### src/rtl/CDB_types.sv
// Shared types for the fetch stage: the packet pushed into the
// instruction queue, the fetch FSM states and the packet width.
package CDB_types;

    typedef struct packed {
        logic [31:0] pc;
        logic [31:0] inst;
    } fetch_pkt_t;

    typedef enum logic [1:0] {
        FETCH,
        HOLD,
        DRAIN
    } fetch_state_t;

    localparam int FETCH_PKT_WIDTH = 64;

    // Fetch addresses are always word aligned; the low two bits are dropped.
    function automatic logic [31:0] align_word(input logic [31:0] addr);
        return {addr[31:2], 2'b00};
    endfunction

endpackage

### src/rtl/fetch_unit.sv
// In-order fetch stage feeding the instruction queue.
// Keeps one request outstanding to instruction memory, pairs each returned
// instruction with its PC and enqueues it, parking it in a holding register
// while the queue is full. A flush redirects the PC; if a request is still
// in flight it is drained and its data thrown away.
// Optional build macro FETCH_PERF_CNT_EN adds perf_fetched / perf_stall
// event counters as extra outputs.
module fetch_unit
    import CDB_types::*;
#(
    parameter logic [31:0] RESET_PC    = 32'h1eceb000,
    parameter int          FIFO_DWIDTH = FETCH_PKT_WIDTH
) (
    input  logic                   clk,
    input  logic                   rst,
    input  logic                   flush,
    input  logic [31:0]            flush_pc,
    output logic [31:0]            imem_addr,
    output logic [3:0]             imem_rmask,
    input  logic [31:0]            imem_rdata,
    input  logic                   imem_resp,
    input  logic                   iq_full,
    output logic                   iq_enq,
`ifdef FETCH_PERF_CNT_EN
    output logic [FIFO_DWIDTH-1:0] iq_din,
    output logic [31:0]            perf_fetched,
    output logic [31:0]            perf_stall
`else
    output logic [FIFO_DWIDTH-1:0] iq_din
`endif
);

    generate
        if (FIFO_DWIDTH != FETCH_PKT_WIDTH) begin : g_width_check
            $error("fetch_unit: FIFO_DWIDTH must equal FETCH_PKT_WIDTH");
        end
    endgenerate

    fetch_state_t state, state_next;
    logic [31:0]  pc, pc_next;
    logic [31:0]  redirect_pc, redirect_next;
    logic [31:0]  held_inst, held_next;
    fetch_pkt_t   pkt;

    // State, PC, pending redirect target and parked instruction.
    always_ff @(posedge clk or negedge rst) begin
        if (!rst) begin
            state       <= FETCH;
            pc          <= RESET_PC;
            redirect_pc <= RESET_PC;
            held_inst   <= 32'h0;
        end else begin
            state       <= state_next;
            pc          <= pc_next;
            redirect_pc <= redirect_next;
            held_inst   <= held_next;
        end
    end

    // Next-state and outputs; all outputs are forced quiet while reset is held.
    always_comb begin
        state_next    = state;
        pc_next       = pc;
        redirect_next = redirect_pc;
        held_next     = held_inst;
        iq_enq        = 1'b0;
        pkt           = '0;
        imem_rmask    = 4'h0;
        imem_addr     = pc;

        case (state)
            FETCH: begin
                imem_rmask = 4'hf;
                if (flush) begin
                    if (imem_resp) begin
                        pc_next = align_word(flush_pc);
                    end else begin
                        state_next    = DRAIN;
                        redirect_next = align_word(flush_pc);
                    end
                end else if (imem_resp) begin
                    if (!iq_full) begin
                        iq_enq   = 1'b1;
                        pkt.pc   = pc;
                        pkt.inst = imem_rdata;
                        pc_next  = pc + 32'd4;
                    end else begin
                        held_next  = imem_rdata;
                        state_next = HOLD;
                    end
                end
            end
            HOLD: begin
                if (flush) begin
                    state_next = FETCH;
                    pc_next    = align_word(flush_pc);
                end else if (!iq_full) begin
                    iq_enq     = 1'b1;
                    pkt.pc     = pc;
                    pkt.inst   = held_inst;
                    pc_next    = pc + 32'd4;
                    state_next = FETCH;
                end
            end
            DRAIN: begin
                imem_rmask = 4'hf;
                if (imem_resp) begin
                    state_next = FETCH;
                    pc_next    = flush ? align_word(flush_pc) : redirect_pc;
                end else if (flush) begin
                    redirect_next = align_word(flush_pc);
                end
            end
            default: begin
                state_next = FETCH;
            end
        endcase

        if (!rst) begin
            imem_rmask = 4'h0;
            iq_enq     = 1'b0;
            pkt        = '0;
        end
    end

    assign iq_din = FIFO_DWIDTH'(pkt);

`ifdef FETCH_PERF_CNT_EN
    logic stall_evt;
    assign stall_evt = (state == HOLD) || ((state == FETCH) && imem_resp && iq_full);

    // Free-running event counters; only reset clears them.
    always_ff @(posedge clk or negedge rst) begin
        if (!rst) begin
            perf_fetched <= 32'h0;
            perf_stall   <= 32'h0;
        end else begin
            if (iq_enq) begin
                perf_fetched <= perf_fetched + 32'd1;
            end
            if (stall_evt) begin
                perf_stall <= perf_stall + 32'd1;
            end
        end
    end
`endif

endmodule

### config.mk
export PLATFORM = sky130hd
export DESIGN_NAME = fetch_unit
export DESIGN_NICKNAME = d
export VERILOG_FILES = /design/src/rtl/CDB_types.sv /design/src/rtl/fetch_unit.sv
export SDC_FILE = /design/constraint.sdc
export NUM_CORES = 1
export LEC_CHECK = 0
export CAP_MARGIN = 25
export CORE_MARGIN = 3
export CORE_UTILIZATION = 44
export DETAILED_ROUTE_END_ITERATION = 16
export GPL_ROUTABILITY_DRIVEN = 0
export PLACE_DENSITY_LB_ADDON = 0.15
export SETUP_SLACK_MARGIN = 0.15
export SKIP_CTS_REPAIR_TIMING = 1
export SLEW_MARGIN = 20
export SYNTH_ARGS = -nofsm -noshare
export SYNTH_HDL_FRONTEND = slang
export SYNTH_SLANG_ARGS = --single-unit
### constraint.sdc
create_clock -name clk -period 2.7 [get_ports clk]
set_clock_uncertainty 0.05 [all_clocks]
set_input_delay 0.675 -clock clk [delete_from_list [all_inputs] [get_ports clk]]
set_output_delay 0.675 -clock clk [all_outputs]
set_load 0.02 [all_outputs]
==> tab_implementation.tex <==
\begin{tabular}{lr}
\hline
Metric & Value \\
\hline
\multicolumn{2}{l}{\textbf{Synthesis}} \\
\quad Fraction of synthesized cell area taken by the top area cell type & a little under a third \\
\quad Synthesized area & 5790 sq um \\
\quad Avg Cell Area, Syn & 9.60 sq um \\
\quad Most common library cells after synthesis & 74 x dfrtp\_1, 61 x mux2\_2, 52 x nor2\_1 \\
\quad Number of synthesis warnings & 0 \\
\quad Count of state elements after synthesis & 98 \\
\quad Number of enable-type register cells in the synthesized netlist & 0 \\
\quad Yosys cell types & 63 \\
\quad Library cell with the highest instance count after synthesis & dfrtp\_1 \\
\quad Register area share after synthesis & 42.9\% \\
\quad Largest area contributor in the netlist & dfrtp\_1 \\
\quad Cells taking the most area after synthesis & dfrtp\_1 32\%, mux2\_2 12\%, dfstp\_2 11\% \\
\quad Mapped Nets & 673 \\
\quad Top flip-flop cell by instance count after synthesis & dfrtp\_1 \\
\quad Post-synth ARST share & 100\% \\
\quad Post-synthesis cell count & 603 \\
\multicolumn{2}{l}{\textbf{Die}} \\
\quad Core Box Area & 12700 sq um \\
\quad Cell Rows & 41 \\
\quad Initial core utilization & a little under half \\
\quad Vertical extent of the die & 121 microns \\
\quad Number of placed I/O pins & 170 \\
\quad Die Area & 14600 sq um \\
\quad Width of the chip & 121 microns \\
\multicolumn{2}{l}{\textbf{Timing}} \\
\quad Unrepaired setup endpoints after global routing & yes \\
\quad Final setup margin & -0.0723 ns \\
\quad Time the final worst path needs with I/O delays and setup & 2.77 ns \\
\quad Final count of hold timing violations & 0 \\
\quad Total setup violations reported at the end of the flow & between 50 and 60 \\
\quad Highest Clock Rate & about 0.36 GHz \\
\quad Max-slew violation count & 0 \\
\quad Transition time at the pin with the least slew margin & 0.845 ns \\
\quad Relative max-transition margin & 43.1\% \\
\quad Period utilisation layout & 103\% \\
\multicolumn{2}{l}{\textbf{CTS}} \\
\quad Clock sinks & 98 \\
\quad Clk slew on worst S/H paths & 0.07 ns \\
\quad Total CTS buffers & 9 \\
\quad Clock latency reported for the late side of the worst-skew pair & 0.35 ns \\
\quad H-tree level count & 3 \\
\quad CTS tree & built \\
\quad Maximum clock insertion buffer count & 2 \\
\quad CTS root buf & clkbuf\_16 \\
\multicolumn{2}{l}{\textbf{Global routing}} \\
\quad Antenna violations before repair & 0 \\
\quad Wire length of the first global-routing pass & roughly 28000 microns \\
\quad Largest net degree at the start of global routing & 79 \\
\quad Gr usage total & 23.7\% \\
\quad Global route overflow & 0 \\
\quad Vias in the first global route & 5392 \\
\multicolumn{2}{l}{\textbf{Finish}} \\
\quad Number of antenna repair diodes & 0 \\
\quad Fin cells & 956 \\
\quad Fraction of final layout cells with drive strength greater than 1 & 41.2\% \\
\quad Fill cells & 1019 \\
\quad NumNets Final & 849 \\
\quad Area overhead of the layout relative to synthesis & 51.6\% \\
\quad Reg area & 2480 sq um \\
\quad Area occupied by multi-input gates & 3450 sq um \\
\multicolumn{2}{l}{\textbf{Routing}} \\
\quad Starting DRT DRC Count & 387 \\
\quad DR vias & 5669 \\
\quad Average wire per standard cell & 19.5 microns \\
\quad Remaining antenna violation count & 0 \\
\quad Detail-routed via count per cell & between 5 and 6 \\
\quad Routed Wire Length & 18600 microns \\
\quad Residual DRC count & 0 \\
\quad TritonRoute pass-1 iters & 5 \\
\multicolumn{2}{l}{\textbf{Worst setup path}} \\
\quad Worst Path Buf+Inv & 4 \\
\quad Most used cell along the critical path & buf\_6 \\
\quad Worst path cell trace & buf\_6 > or2\_4 > or3\_4 > nor2\_4 > buf\_12 > clkbuf\_16 > and2\_2 > buf\_6 \\
\quad Classification of the worst setup path & primary input to output port \\
\quad Required time reported for the critical path endpoint & around 2 ns \\
\quad Critical Path Sink Type & output port \\
\quad Delay of the slowest cell on the worst path & around 0.36 ns \\
\quad Critical Path Start Type & primary input \\
\quad Arrival time reported for the critical path endpoint & 2.05 ns \\
\quad Slowest cell on the critical path & or3\_4 \\
\quad Cell type group with the largest total delay on the critical path & simple AND/OR/NAND/NOR gates \\
\quad Highest fanout seen on the critical path & 7 \\
\multicolumn{2}{l}{\textbf{Worst hold path}} \\
\quad Hold WC Path Type & primary input to asynchronous set/reset pin \\
\multicolumn{2}{l}{\textbf{Flow run}} \\
\quad Maximum capacitance violations & 0 \\
\multicolumn{2}{l}{\textbf{Placed design}} \\
\quad Minimum setup slack after placement & -0.708 ns \\
\quad Number of I/O port buffers & 167 \\
\quad Placed Cells & 928 \\
\quad HPWL after detailed placement & 12300 microns \\
\multicolumn{2}{l}{\textbf{Run status}} \\
\quad Run status & finished with violations \\
\quad Violated checks & setup timing \\
\multicolumn{2}{l}{\textbf{Pwr}} \\
\quad Power density over cell area & 553 nW/um\^{}2 \\
\quad Reported leakage power & 3.50 nW \\
\quad Max VDD drop & 320 uV \\
\hline
\end{tabular}
==> worst paths after layout <==
check	end	slack (ns)	cells after the start	start
max	iq_din[45]	-0.07	8	flush
min	redirect_pc[21]	0.21	2	rst
max reg2reg	imem_addr[20]	0.53	5	imem_addr[2]
min reg2reg	redirect_pc[20]	0.45	1	redirect_pc[20]
max in group asynchronous	held_inst[21]	1.51	3	rst
min in group clk	redirect_pc[20]	0.45	1	redirect_pc[20]
==> flip-flops by register name, summed over array words and instances (netlist names) <==
name / cells
held_inst: 32
imem_addr: 32
redirect_pc: 32
state: 2
==> where the power goes <==
part	switching [mW]	internal [mW]	total, mW	leakage, nW
combinational	0.707	0.741	1.45	2.23
sequential	0.354	1.83	2.18	1.14
clock	0.551	0.671	1.22	0.137
total	1.61	3.24	4.85	3.50
==> placed cells by master (no fill, tap or decap), types with 18 or more instances in the layout <==
cell	count
a22oi_2	29
and2_4	18
buf_4	36
buf_6	62
clkdlybuf4s50_1	94
dfrtp_1	74
dfstp_2	24
mux2_2	61
nand2_1	32
nand2b_1	18
nand3_1	19
nor2_1	21
nor2_2	27
o21ai_0	27
==> worst reg2reg max path, stage by stage (launching register included) <==
cell,delay (ns)
dfrtp_1,0.53
ha_1,0.26
and3_1,0.36
nand3_1,0.27
o311a_1,0.41
a221oi_1,0.20
==> kinds of logic after synthesis <==
group | Yosys count | synth area share, %
adders and majority gates | 1 | 0.216
DFF | 98 | 42.9
AOI/OAI and AO/OA | 133 | 16.1
muxes | 73 | 13.9
xor gates and xnor gates | 3 | 0.454
buffers and inverters | 63 | 4.49
and+or+nand+nor | 232 | 21.9
==> cell type report <==
cell class,instances,area share (%)
Multi-Input combinational cell,442,39.3
Sequential cell,98,28.3
Clock buffer,13,2.97
Clock inverter,3,0.157
Tap cell,172,2.45
Inverter,10,0.428
Timing Repair Buffer,218,26.4
==> per-stage QoR <==
stage	instance area (sq um)	TNS (ns)	hold slack, ns	power (mW)	utilization (%)
6_report	8780	-1.76	0.210	4.85	69.0
2_1_floorplan	6090	0	0.329	2.92	-
5_1_grt	8780	-4.43	0.210	5.08	69.0
3_3_place_gp	8080	-42.73	0.431	3.51	63.5
4_1_cts	8360	-43.54	0.202	4.80	65.7
3_5_place_dp	8080	-44.68	0.444	3.58	63.5
==> routing by layer <==
metal | wire [microns] | track usage, %
met1 | 7970 | 32.4
met2 | 9280 | 38.4
met3 | 1010 | 3.74
met4 | 335 | 8.14
met5 | 0 | 0
(Power assumes the default switching activity.)
